<file path="src/rtl/if_fetch_stage.sv">
// Instruction-fetch stage: owns the PC, keeps one imem request outstanding, queues returned words.
// Define FETCH_BTFN_PREDICT_EN to build static backward-taken prediction for B-type branches.
module if_fetch_stage #(
  parameter logic [63:0] RESET_PC   = 64'h0,
  parameter int unsigned FIFO_DEPTH = 2
) (
  input  logic        clk,
  input  logic        rst,
  input  logic        redirect_valid,
  input  logic [63:0] redirect_pc,
  input  logic        inst_ready,
  output logic        imem_req,
  output logic [63:0] imem_addr,
  input  logic        imem_rvalid,
  input  logic [31:0] imem_rdata,
  output logic        inst_valid,
  output logic [31:0] inst,
  output logic [63:0] inst_pc,
  output logic        pred_taken
);

  localparam int unsigned PtrW = (FIFO_DEPTH > 1) ? $clog2(FIFO_DEPTH) : 1;
  localparam int unsigned CntW = $clog2(FIFO_DEPTH + 1);
  localparam logic [31:0] Nop  = 32'h0000_0013;

  typedef enum logic [1:0] {StIdle, StWait, StDrop} state_e;

  state_e          state_q, state_d;
  logic [63:0]     pc_q, pc_d;
  logic [63:0]     req_pc_q, req_pc_d;
  logic            req_q, req_d;
  logic [CntW-1:0] count_q, count_d, count_after_pop;
  logic [PtrW-1:0] rd_ptr_q, rd_ptr_d, wr_ptr_q, wr_ptr_d;
  logic [63:0]     next_pc;
  logic            push, pop, issue;

  logic [31:0] word_mem [FIFO_DEPTH];
  logic [63:0] pc_mem   [FIFO_DEPTH];

  assign inst_valid      = (count_q != '0);
  assign pop             = inst_valid && inst_ready && !redirect_valid;
  assign push            = (state_q == StWait) && imem_rvalid && !redirect_valid;
  // A same-cycle pop frees a slot, so a full queue can still launch a fetch.
  assign count_after_pop = count_q - CntW'(pop);
  assign issue           = (state_q == StIdle) && !redirect_valid &&
                           (count_after_pop < CntW'(FIFO_DEPTH));

`ifdef FETCH_BTFN_PREDICT_EN
  logic        pred_mem [FIFO_DEPTH];
  logic        bwd_branch;
  logic [63:0] b_offset;

  assign bwd_branch = (imem_rdata[6:0] == 7'b1100011) && imem_rdata[31];
  assign b_offset   = {{51{imem_rdata[31]}}, imem_rdata[31], imem_rdata[7],
                       imem_rdata[30:25], imem_rdata[11:8], 1'b0};
  assign next_pc    = req_pc_q + (bwd_branch ? b_offset : 64'd4);
  assign pred_taken = inst_valid && pred_mem[rd_ptr_q];

  always_ff @(posedge clk) begin
    if (push) pred_mem[wr_ptr_q] <= bwd_branch;
  end
`else
  assign next_pc    = req_pc_q + 64'd4;
  assign pred_taken = 1'b0;
`endif

  always_comb begin
    state_d = state_q;
    unique case (state_q)
      StIdle:  if (issue) state_d = StWait;
      StWait: begin
        if (imem_rvalid)         state_d = StIdle;
        else if (redirect_valid) state_d = StDrop;
      end
      StDrop:  if (imem_rvalid) state_d = StIdle;
      default: state_d = StIdle;
    endcase
  end

  always_comb begin
    pc_d     = pc_q;
    req_pc_d = req_pc_q;
    req_d    = issue;
    count_d  = count_q;
    rd_ptr_d = rd_ptr_q;
    wr_ptr_d = wr_ptr_q;
    if (issue) req_pc_d = pc_q;
    if (redirect_valid) begin
      pc_d     = redirect_pc;
      count_d  = '0;
      rd_ptr_d = '0;
      wr_ptr_d = '0;
    end else begin
      if (push) begin
        pc_d     = next_pc;
        wr_ptr_d = wr_ptr_q + PtrW'(1);
      end
      if (pop) rd_ptr_d = rd_ptr_q + PtrW'(1);
      count_d = count_q + CntW'(push) - CntW'(pop);
    end
  end

  always_ff @(posedge clk or posedge rst) begin
    if (rst) begin
      state_q  <= StIdle;
      pc_q     <= RESET_PC;
      req_pc_q <= RESET_PC;
      req_q    <= 1'b0;
      count_q  <= '0;
      rd_ptr_q <= '0;
      wr_ptr_q <= '0;
    end else begin
      state_q  <= state_d;
      pc_q     <= pc_d;
      req_pc_q <= req_pc_d;
      req_q    <= req_d;
      count_q  <= count_d;
      rd_ptr_q <= rd_ptr_d;
      wr_ptr_q <= wr_ptr_d;
    end
  end

  always_ff @(posedge clk) begin
    if (push) begin
      word_mem[wr_ptr_q] <= imem_rdata;
      pc_mem[wr_ptr_q]   <= req_pc_q;
    end
  end

  assign imem_req  = req_q;
  assign imem_addr = req_pc_q;
  assign inst      = inst_valid ? word_mem[rd_ptr_q] : Nop;
  assign inst_pc   = inst_valid ? pc_mem[rd_ptr_q] : 64'h0;

endmodule
</file>
<file path="config.mk">
export PLATFORM = sky130hd
export DESIGN_NAME = if_fetch_stage
export DESIGN_NICKNAME = d
export VERILOG_FILES = /design/src/rtl/if_fetch_stage.sv
export SDC_FILE = /design/constraint.sdc
export NUM_CORES = 1
export LEC_CHECK = 0
export BUFFER_PORTS_ARGS = -buffer_cell sky130_fd_sc_hd__buf_2
export CAP_MARGIN = 20
export CORE_MARGIN = 2
export CORE_UTILIZATION = 35
export DETAILED_ROUTE_END_ITERATION = 8
export PLACE_DENSITY = 0.58
export SLEW_MARGIN = 10
export SYNTH_ARGS = -nofsm -noshare
export SYNTH_HDL_FRONTEND = slang
export SYNTH_SLANG_ARGS = --single-unit
export TNS_END_PERCENT = 30
</file>
<file path="constraint.sdc">
create_clock -name clk -period 8.4 [get_ports clk]
set_input_delay 0.84 -clock clk [delete_from_list [all_inputs] [get_ports clk]]
set_output_delay 0.84 -clock clk [all_outputs]
set_load 0.02 [all_outputs]
</file>
==> results.sh <==
export IMPL_status="complete, no violations"
export IMPL_post_synth_instance_area_um2=14100
export IMPL_start_util_pct=35.49
export IMPL_finalWorstSetupSlack_ns=4.553
export IMPL_grt_pass1_wl_um=54970
export IMPL_final_common_cell="buf_2"
export IMPL_asyncSetResetFlopFracSynth_pct=41.28
export IMPL_syn_inst=1072
export IMPL_finalPower_mw=5.094
export IMPL_rows=73
export IMPL_top_layer="met5"
export IMPL_leakage_nw=6.752
export IMPL_postPlaceCellArea_um2=15940
export IMPL_final_area_um2=17220
export IMPL_critPathBufInv=2
export IMPL_dr_wl_met3_um=1938
export IMPL_drive_above_1_share_pct=30.57
export IMPL_hp_class="in2async"
export IMPL_slowest_delay_ns=0.95
export IMPL_maxCapViolations=0
export IMPL_die_w_um=204.7
export IMPL_grtUsageTotal_pct=17.03
export IMPL_vias=9376
export IMPL_reg2reg_depth=6
export IMPL_place_hpwl_um=23440
export IMPL_ios=264
export IMPL_wl_um=35800
export IMPL_ys_seq_elements=327
export IMPL_fillers=3751
export IMPL_cts_setup_buffers=0
export IMPL_synth_edff_count=192
export IMPL_grt_setup_unrepaired="no"
export IMPL_setup_viol=0
export IMPL_worst_pin_slew_ns=1.097
export IMPL_dr_wl_met2_um=16370
export IMPL_start_kind="register"
export IMPL_critical_path_cell_count=4
export IMPL_final_hold_viol_count=0
export IMPL_arrival_ns=3.01
export IMPL_report_final_slew_viol_count=0
export IMPL_required_ns=7.56
export IMPL_path_clk_slew_ns=0.06
export IMPL_synth_cell_types=53
export IMPL_via_per_inst=4.998
export IMPL_io_buffers=262
export IMPL_min_period_over_period_pct=45.80
export IMPL_synth_flop_cell="edfxtp_1"
export IMPL_cp_top_family="buffers and inverters"
export IMPL_fin_nets=1427
export IMPL_syn_area_per_cell_um2=13.15
export IMPL_fmax_ghz=0.2599
export IMPL_fin_tns_setup_ns=0
export IMPL_die_h_um=204.7
export IMPL_powerDensity_nw_per_um2=295.8
export IMPL_cts_root_buffer="clkbuf_16"
export IMPL_drt_iter0_markers=552
export IMPL_coreArea_um2=39730
export IMPL_critPathKind="reg2out"
export IMPL_synthToLayoutAreaGrowth_pct=22.13
export IMPL_diodes=0
export IMPL_post_place_ws_ns=4.386
export IMPL_layout_common_cells="261 x buf_2, 192 x edfxtp_1, 134 x dfrtp_1, 121 x nor2_1, 109 x mux2i_1"
export IMPL_cts_buffer_depth=3
export IMPL_grt_pass1_vias=9186
export IMPL_cts_inserted_buffers=36
export IMPL_cp_max_fo=58
export IMPL_ctsHoldBuffers=0
export IMPL_post_route_min_period_ns=3.847
export IMPL_slew_headroom_pct=26.85
export IMPL_postRouteAntennaNets=0
export IMPL_wl_met1_um=16740
export IMPL_cp_end_kind="output port"
export IMPL_overflow=0
export IMPL_grt_max_degree=87
export IMPL_worstPathCellList="buf_4, mux2i_1, nor2_1, buf_2"
export IMPL_drt_pass1_iterations=5
export IMPL_clock_sinks=327
export IMPL_insertion_delay_ns=0.54
export IMPL_wl_per_cell_um=19.08
export IMPL_antenna_found_initial=1
export IMPL_ir_drop_mv=0.1657
export IMPL_h_tree_depth=2
export IMPL_drcViolationCount=0
export IMPL_crit_slowest_cell="buf_4"
export IMPL_dieArea_um2=41910
export IMPL_yosysSeqAreaShare_pct=64.84
export IMPL_place_congestion=0.7638
export IMPL_yosys_warnings=0
export IMPL_fin_skew_ns=0.02397
export IMPL_tritoncts="done"
export IMPL_cts_resized=0
export IMPL_syn_num_nets=1176
==> report_power, final <==
group	leakage (nW)	switching [mW]	total, mW	internal [mW]
registers	3.40	0.341	2.34	2.00
clock network	0.609	0.655	1.68	1.03
logic	2.75	0.640	1.07	0.432
==> area by class of cell <==
cell class / count / area [um2] / share of cell area [%]
inverters: 11 / 46.29 / 0.2688
well taps: 525 / 656.9 / 3.814
repair buffers: 274 / 1424 / 8.268
multi-input cells: 673 / 4661 / 27.06
clock buffers: 46 / 1031 / 5.987
clock inverters: 20 / 255.2 / 1.482
flip-flops and latches: 327 / 9148 / 53.12
==> synthesized netlist by cell type, types with 11 or more instances <==
cell type	number	area share (%)
nor2_1	124	3.3
nand2_1	98	2.6
nor3b_1	13	0.69
inv_1	11	0.29
o221ai_1	21	1.3
edfxtp_1	192	41
a21oi_1	23	0.82
mux2_2	54	4.3
o21ai_0	42	1.5
clkbuf_1	44	1.2
nand4_1	21	0.93
xnor2_1	38	2.4
dfrtp_1	135	24
nand3_1	22	0.78
xor2_1	20	1.2
mux2i_1	109	7.7
==> logic make-up (layout without fill, tap and decap cells) <==
group | after synthesis | in the layout | synth area share (%)
other | 1 | 1 | 0.02659
AOI/OAI and AO/OA | 107 | 107 | 4.827
DFF | 327 | 327 | 64.84
and+or+nand+nor | 336 | 336 | 11.59
buffers and inverters | 72 | 351 | 2.396
adders and majority gates | 3 | 3 | 0.2662
muxes | 168 | 168 | 12.45
xor gates and xnor gates | 58 | 58 | 3.603
==> flip-flops by register name, summed over array words and instances (netlist names) <==
signal / flops
imem_addr: 64
wr_ptr_q: 1
state_q: 2
imem_req: 1
pc_mem: 128
pc_q: 64
rd_ptr_q: 1
word_mem: 64
count_q: 2
==> per-layer routing <==
layer	GRT usage (%)	up-vias
met5	0	-
met4	4.658	2
met3	3.595	48
met2	26.05	254
met1	24.47	4676
li1	-	4396
==> stage by stage <==
| stage | utilization, % | hold WS, ns | instances |
|---|---|---|---|
| 2_1_floorplan | - | 0.4419 | 1072 |
| 3_3_place_gp | 40.04 | 0.4517 | 1809 |
| 3_5_place_dp | 40.11 | 0.4638 | 1810 |
| 4_1_cts | 43.34 | 0.4513 | 1876 |
| 5_1_grt | 43.34 | 0.4559 | 1876 |
| 6_report | 43.34 | 0.4702 | 1876 |
==> worst paths after layout <==
check,startpoint,endpoint,slack (ns)
setup / recovery,rd_ptr_q$_DFFE_PP0P_,inst_pc[12],4.55
hold / removal,rst,imem_addr[10]$_DFFE_PP0P_,0.47
setup reg to reg,state_q[0]$_DFFE_PP0P_,pc_mem[1][48]$_DFFE_PP_,4.76
hold reg to reg,pc_q[42]$_DFFE_PP0P_,imem_addr[42]$_DFFE_PP0P_,0.48
max in group asynchronous,rst,imem_addr[62]$_DFFE_PP0P_,6.72
min in group clk,imem_rdata[21],word_mem[1][21]$_DFFE_PP_,0.48
Note: power is estimated with default switching activity, not from simulation.
